**src/rtl/alu_pkg.sv**
```systemverilog
`default_nettype none
// ----------------------------------------------------------------------------
// alu_pkg : op encodings, packed-op field offsets and arbiter FSM states
// Rev 1.0 : initial release
// ----------------------------------------------------------------------------
package alu_pkg;

  localparam int OPW = 17;

  // Packed op layout, MSB first: {aluop[1:0], funct3[2:0], funct7[6:0], shamt[4:0]}
  localparam int OP_SHAMT_LSB  = 0;
  localparam int OP_SHAMT_W    = 5;
  localparam int OP_FUNCT7_LSB = 5;
  localparam int OP_FUNCT7_W   = 7;
  localparam int OP_FUNCT3_LSB = 12;
  localparam int OP_FUNCT3_W   = 3;
  localparam int OP_ALUOP_LSB  = 15;
  localparam int OP_ALUOP_W    = 2;

  localparam logic [1:0] ALUOP_ARITH = 2'b00;
  localparam logic [1:0] ALUOP_SHIFT = 2'b01;
  localparam logic [1:0] ALUOP_CMP   = 2'b10;

  localparam logic [2:0] F3_ADD  = 3'b000;
  localparam logic [2:0] F3_SLL  = 3'b001;
  localparam logic [2:0] F3_SLT  = 3'b010;
  localparam logic [2:0] F3_SLTU = 3'b011;
  localparam logic [2:0] F3_XOR  = 3'b100;
  localparam logic [2:0] F3_SR   = 3'b101;
  localparam logic [2:0] F3_OR   = 3'b110;
  localparam logic [2:0] F3_AND  = 3'b111;

  localparam logic [6:0] FUNCT7_ALT = 7'b0100000;

  typedef enum logic [1:0] {
    ST_IDLE = 2'd0,
    ST_EXEC = 2'd1,
    ST_RESP = 2'd2
  } state_e;

endpackage
`default_nettype wire

```
**src/rtl/alu_share_arbiter_rr.sv**
```systemverilog
`default_nettype none
// ----------------------------------------------------------------------------
// rr_arbiter2 : combinational two-way round-robin grant
// Rev 1.0 : initial release
// ----------------------------------------------------------------------------
module rr_arbiter2
  import alu_pkg::*;
(
  input  logic [1:0] req_valid_i,
  input  logic       last_grant_i,
  output logic       grant_valid_o,
  output logic       grant_o
);

  assign grant_valid_o = |req_valid_i;

  always_comb begin
    grant_o = req_valid_i[1];
    // Under contention the slot that did not win last time goes first.
    if (&req_valid_i) begin
      grant_o = ~last_grant_i;
    end
  end

endmodule
`default_nettype wire

```
**src/rtl/alu_share_arbiter.sv**
```systemverilog
`default_nettype none
// ----------------------------------------------------------------------------
// alu_share_arbiter : shares one external ALU between execute and branch slots
// Rev 1.0 : initial release
// ----------------------------------------------------------------------------
module alu_share_arbiter
  import alu_pkg::*;
#(
  parameter int XLEN = 32,
  parameter int OPW  = alu_pkg::OPW
) (
  input  logic              clk,
  input  logic              rst,
  input  logic [1:0]        req_valid,
  output logic [1:0]        req_ready,
  input  logic [2*XLEN-1:0] req_a,
  input  logic [2*XLEN-1:0] req_b,
  input  logic [2*OPW-1:0]  req_op,
  output logic [1:0]        rsp_valid,
  input  logic [1:0]        rsp_ready,
  output logic [XLEN-1:0]   rsp_result,
  output logic              rsp_zero,
  output logic              rsp_less,
  output logic [XLEN-1:0]   alu_a,
  output logic [XLEN-1:0]   alu_b,
  output logic [1:0]        alu_aluop,
  output logic [2:0]        alu_funct3,
  output logic [6:0]        alu_funct7,
  output logic [4:0]        alu_shamt,
  input  logic [XLEN-1:0]   alu_result,
  input  logic              alu_zero,
  input  logic              alu_less,
  output logic              busy
);

  state_e            state_q, state_d;
  logic              last_grant_q, last_grant_d;
  logic              owner_q, owner_d;
  logic [XLEN-1:0]   a_q, a_d;
  logic [XLEN-1:0]   b_q, b_d;
  logic [OPW-1:0]    op_q, op_d;
  logic [XLEN-1:0]   result_q, result_d;
  logic              zero_q, zero_d;
  logic              less_q, less_d;
  logic              grant_valid;
  logic              grant;

  rr_arbiter2 u_rr (
    .req_valid_i   (req_valid),
    .last_grant_i  (last_grant_q),
    .grant_valid_o (grant_valid),
    .grant_o       (grant)
  );

  always_comb begin
    state_d      = state_q;
    last_grant_d = last_grant_q;
    owner_d      = owner_q;
    a_d          = a_q;
    b_d          = b_q;
    op_d         = op_q;
    result_d     = result_q;
    zero_d       = zero_q;
    less_d       = less_q;
    req_ready    = 2'b00;
    rsp_valid    = 2'b00;

    case (state_q)
      ST_IDLE: begin
        // Ready is only raised toward a valid slot, so a grant is a handshake.
        if (grant_valid) begin
          req_ready[grant] = 1'b1;
          a_d          = grant ? req_a[2*XLEN-1:XLEN] : req_a[XLEN-1:0];
          b_d          = grant ? req_b[2*XLEN-1:XLEN] : req_b[XLEN-1:0];
          op_d         = grant ? req_op[2*OPW-1:OPW]  : req_op[OPW-1:0];
          owner_d      = grant;
          last_grant_d = grant;
          state_d      = ST_EXEC;
        end
      end
      ST_EXEC: begin
        result_d = alu_result;
        zero_d   = alu_zero;
        less_d   = alu_less;
        state_d  = ST_RESP;
      end
      ST_RESP: begin
        rsp_valid[owner_q] = 1'b1;
        if (rsp_ready[owner_q]) begin
          state_d = ST_IDLE;
        end
      end
      default: begin
        state_d = ST_IDLE;
      end
    endcase
  end

  always_ff @(posedge clk) begin
    if (rst) begin
      state_q      <= ST_IDLE;
      last_grant_q <= 1'b1;
      owner_q      <= 1'b0;
      a_q          <= '0;
      b_q          <= '0;
      op_q         <= '0;
      result_q     <= '0;
      zero_q       <= 1'b0;
      less_q       <= 1'b0;
    end else begin
      state_q      <= state_d;
      last_grant_q <= last_grant_d;
      owner_q      <= owner_d;
      a_q          <= a_d;
      b_q          <= b_d;
      op_q         <= op_d;
      result_q     <= result_d;
      zero_q       <= zero_d;
      less_q       <= less_d;
    end
  end

  assign alu_a      = a_q;
  assign alu_b      = b_q;
  assign alu_aluop  = op_q[OP_ALUOP_LSB  +: OP_ALUOP_W];
  assign alu_funct3 = op_q[OP_FUNCT3_LSB +: OP_FUNCT3_W];
  assign alu_funct7 = op_q[OP_FUNCT7_LSB +: OP_FUNCT7_W];
  assign alu_shamt  = op_q[OP_SHAMT_LSB  +: OP_SHAMT_W];

  assign rsp_result = result_q;
  assign rsp_zero   = zero_q;
  assign rsp_less   = less_q;
  assign busy       = (state_q != ST_IDLE);

endmodule
`default_nettype wire

```
**config.mk**
```make
export PLATFORM = sky130hd
export DESIGN_NAME = alu_share_arbiter
export DESIGN_NICKNAME = d
export VERILOG_FILES = /design/src/rtl/alu_pkg.sv /design/src/rtl/alu_share_arbiter_rr.sv /design/src/rtl/alu_share_arbiter.sv
export SDC_FILE = /design/constraint.sdc
export NUM_CORES = 1
export LEC_CHECK = 0
export CAP_MARGIN = 20
export CORE_ASPECT_RATIO = 0.75
export CORE_MARGIN = 2
export CORE_UTILIZATION = 32
export DETAILED_ROUTE_END_ITERATION = 6
export PLACE_DENSITY_LB_ADDON = 0.2
export SLEW_MARGIN = 20
export SYNTH_ARGS = -nofsm -noshare
export SYNTH_HDL_FRONTEND = slang
export SYNTH_SLANG_ARGS = --single-unit
```
**constraint.sdc**
```tcl
create_clock -name clk -period 1.97 [get_ports clk]
set_clock_uncertainty 0.15 [all_clocks]
set_input_delay 0.197 -clock clk [delete_from_list [all_inputs] [get_ports clk]]
set_output_delay 0.197 -clock clk [all_outputs]
set_load 0.05 [all_outputs]
```
==> summary.md <==
| Metric | Value |
|---|---|
| Status | `finished clean` |
| Grt met2 use | `around two fifths` |
| DIE HEIGHT | `approximately 110 µm` |
| DRT iter0 DRCs | `between 300 and 400` |
| GR Util met1 | `27.9%` |
| Final non-filler cell total | `1155` |
| Synthesized cell area | `roughly 5000 µm²` |
| Root Driver | `clkbuf_16` |
| Syn nets | `between 800 and 900` |
| Hold path start | `req_valid[0]` |
| Relative slew slack | `61.8%` |
| Skew-Pair Late Insertion Delay | `420 ps` |
| WHS Endpoint | `op_q[8]` |
| Worst reg2reg path depth | `5` |
| Total power | `between 8 and 9 mW` |
| Seq/Total Area, Yosys | `46.7%` |
| Worst setup margin | `roughly 35 ps` |
| Antenna viol nets, final | `0` |
| Fin. Hold Viols | `0` |
| Placer Congestion | `~0.81` |
| Clock sinks | `around 120` |
| HPWL after DPL | `between 10000 and 15000 µm` |
| Pwr Density | `917 nW/µm²` |
| TritonCTS clock tree | `yes` |
| Core Util, Final | `59.6%` |
| Count of final setup violators | `0` |
| Leak Pwr | `between 3 and 4 nW` |
| Hold path cells | `3` |
| Final global-route overflow total | `0` |
| Buf/Inv on CP | `1` |
| Library cells used by synthesis | `26` |
| Fin area | `approximately 9000 µm²` |
| Drt via density | `5.27` |
| Critical path capture point type | `output port` |
| GRT busiest layer | `met2` |
| Setup slack, reg-to-reg | `approximately 250 ps` |
| CP peak stage delay | `between 800 and 900 ps` |
| Critical R2R Capture | `alu_a[16]` |
| Most frequent cells in the layout | `clkdlybuf4s50_1, dfxtp_1, nand2_1` |
| IO buf count | `~320` |
| Max-cap violations | `0` |
| First-pass GRT wire length | `between 30000 and 40000 µm` |
| Part of the cycle the worst path needs | `98.2%` |
| Largest net degree at the start of global routing | `64` |
| Layout cells sized above 1 | `under 10%` |
| RSZ-0062 raised after global routing | `false` |
| Clock Pin Slew Worst Setup and Hold Paths | `~60 ps` |
| Initial antenna violation count | `0` |
| VDD IR max | `roughly 0.59 mV` |
| Max clock buf depth | `2` |
| HP Class | `in -> reg` |
| Synthesized area per cell | `7.90 µm²` |
| Fin crit period | `just under 2000 ps` |
| Grt met3 use | `7.82%` |
| DIE AREA | `17000 µm²` |
| Pre-CTS setup slack | `about 110 ps` |
| Synth Register Bits | `between 100 and 150` |
| Reg-to-Reg Start | `state_q[0]` |
| Final wirelength | `a little over 20000 µm` |
| Wirelength per Cell | `17.6 µm` |
| Setup TNS | `0 ps` |
| Cells after synthesis | `roughly 650` |
| Kind of critical path | `reg -> out` |
| Placed Instances | `between 1000 and 1500` |
| Vias in the first global route | `~5700` |
| Commonest non-fill, non-tap cell in the layout | `clkdlybuf4s50_1` |
| Footprint of the multi-input gates | `between 2000 and 2500 µm²` |
| Delay-heaviest family, CP | `buffers and inverters` |
| Starting Density | `33.0%` |
| Antenna diodes | `0` |
| Placed instance area | `approximately 8600 µm²` |
| Crit path cell chain | `clkdlybuf4s50_1` |
| Fin Hold WS | `77.8 ps` |
| Register area | `2380 µm²` |
| Max stage delay cell, worst path | `clkdlybuf4s50_1` |
| Crit Path Max Fanout | `2` |
| Ys Warns | `0` |
| Hold-fix buffers, CTS | `0` |
| H-tree level count | `4` |
| GRT Total Usage | `between 20 and 25%` |
| Site Rows | `39` |
| DRT Pass-1 Iters | `5` |
| Layout fillers | `1400` |
| Die span in x | `about 150 µm` |
| Core Region | `~15000 µm²` |
| CTS Buf Count | `17` |
| Pins over their slew limit | `0` |
| Worst Max-Slew Pin Slew | `572 ps` |
| CP arrival | `1590 ps` |
| Crit path required time | `approximately 1600 ps` |
| Area Overhead vs Synth | `80.4%` |
| DRC viols | `0` |
| Total Nets Final | `roughly 1100` |
| Routed vias | `roughly 6100` |
| Worst setup SP type | `flop` |
| Max Clock Freq | `just over 500 MHz` |
| Io pins | `around 320` |
[timing repair]
item	CTS	global route
gates cloned	0	0
endpoints found under the setup margin	3	16
setup buffers	2	0
endpoints found under the hold margin	0	0
gates resized for setup	2	17
pin swaps	1	0
[cell type report]
type | count | area share [%]
clock buffers | 17 | 4.63
clock inverters | 15 | 1.67
inverters | 2 | 0.0817
multi-input cells | 447 | 25.9
flip-flops and latches | 119 | 25.9
well taps | 205 | 2.79
repair buffers | 350 | 38.9
[Yosys cell counts]
cell | instances | share of area [%]
nand3b_1 | 1 | 0.15
or2_2 | 1 | 0.12
a21boi_1 | 1 | 0.15
nor3b_1 | 1 | 0.15
a21bo_2 | 1 | 0.20
buf_6 | 1 | 0.22
nand2_1 | 110 | 8.1
inv_2 | 2 | 0.15
nor2_4 | 2 | 0.44
dfxtp_1 | 119 | 47
a211o_1 | 1 | 0.17
buf_4 | 1 | 0.15
and3b_1 | 1 | 0.17
nand4_1 | 61 | 7.5
nand3_1 | 61 | 6.0
o21ai_0 | 32 | 3.1
mux2i_1 | 1 | 0.20
nor2_1 | 3 | 0.22
a21oi_1 | 56 | 5.5
a311oi_1 | 20 | 3.4
nand2b_1 | 2 | 0.25
nor2b_1 | 1 | 0.12
buf_2 | 32 | 3.1
o21ai_1 | 30 | 2.9
a31oi_1 | 61 | 7.5
clkbuf_1 | 43 | 3.2
[registers in the layout, summed over array words and instances, names as in the netlist]
| signal | cells |
|---|---|
| alu_a | 32 |
| alu_b | 32 |
| last_grant_q | 1 |
| op_q | 17 |
| owner_q | 1 |
| rsp_less | 1 |
| rsp_result | 32 |
| rsp_zero | 1 |
| state_q | 2 |
[kinds of logic (layout without fill, tap and decap cells)]
group                  after synthesis  in the layout  share of synthesized area, %
AOI/OAI and AO/OA                  202            202                          23.0
buffers and inverters               79            384                          6.83
DFF                                119            119                          46.7
muxes                                1              1                         0.196
and+or+nand+nor                    244            244                          23.2
[power breakdown]
group          total (mW)  switching [mW]  internal [mW]
clock network        3.05            1.19           1.86
registers            2.76           0.122           2.64
logic                2.62            1.58           1.04
[layer usage]
metal / wire [µm] / vias to the layer above
met5: 0 / -
met1: 8200 / 2817
li1: - / 2965
met4: 422 / 0
met2: 9630 / 279
met3: 2020 / 31
[how the worst max path moves through the flow]
stage / startpoint / end / slack [ps] / cells after the start
after floorplan: state_q[1] / rsp_valid[0] / 40 / 1
after global placement: req_valid[1] / alu_a[24] / 160 / 6
after detailed placement: req_valid[1] / op_q[8] / 110 / 6
after CTS: state_q[0] / req_ready[0] / 20 / 4
after global routing: op_q[2] / alu_shamt[2] / 1 / 1
final: alu_a[0] / alu_a[0] / 40 / 1
Note: power is estimated with default switching activity, not from simulation.
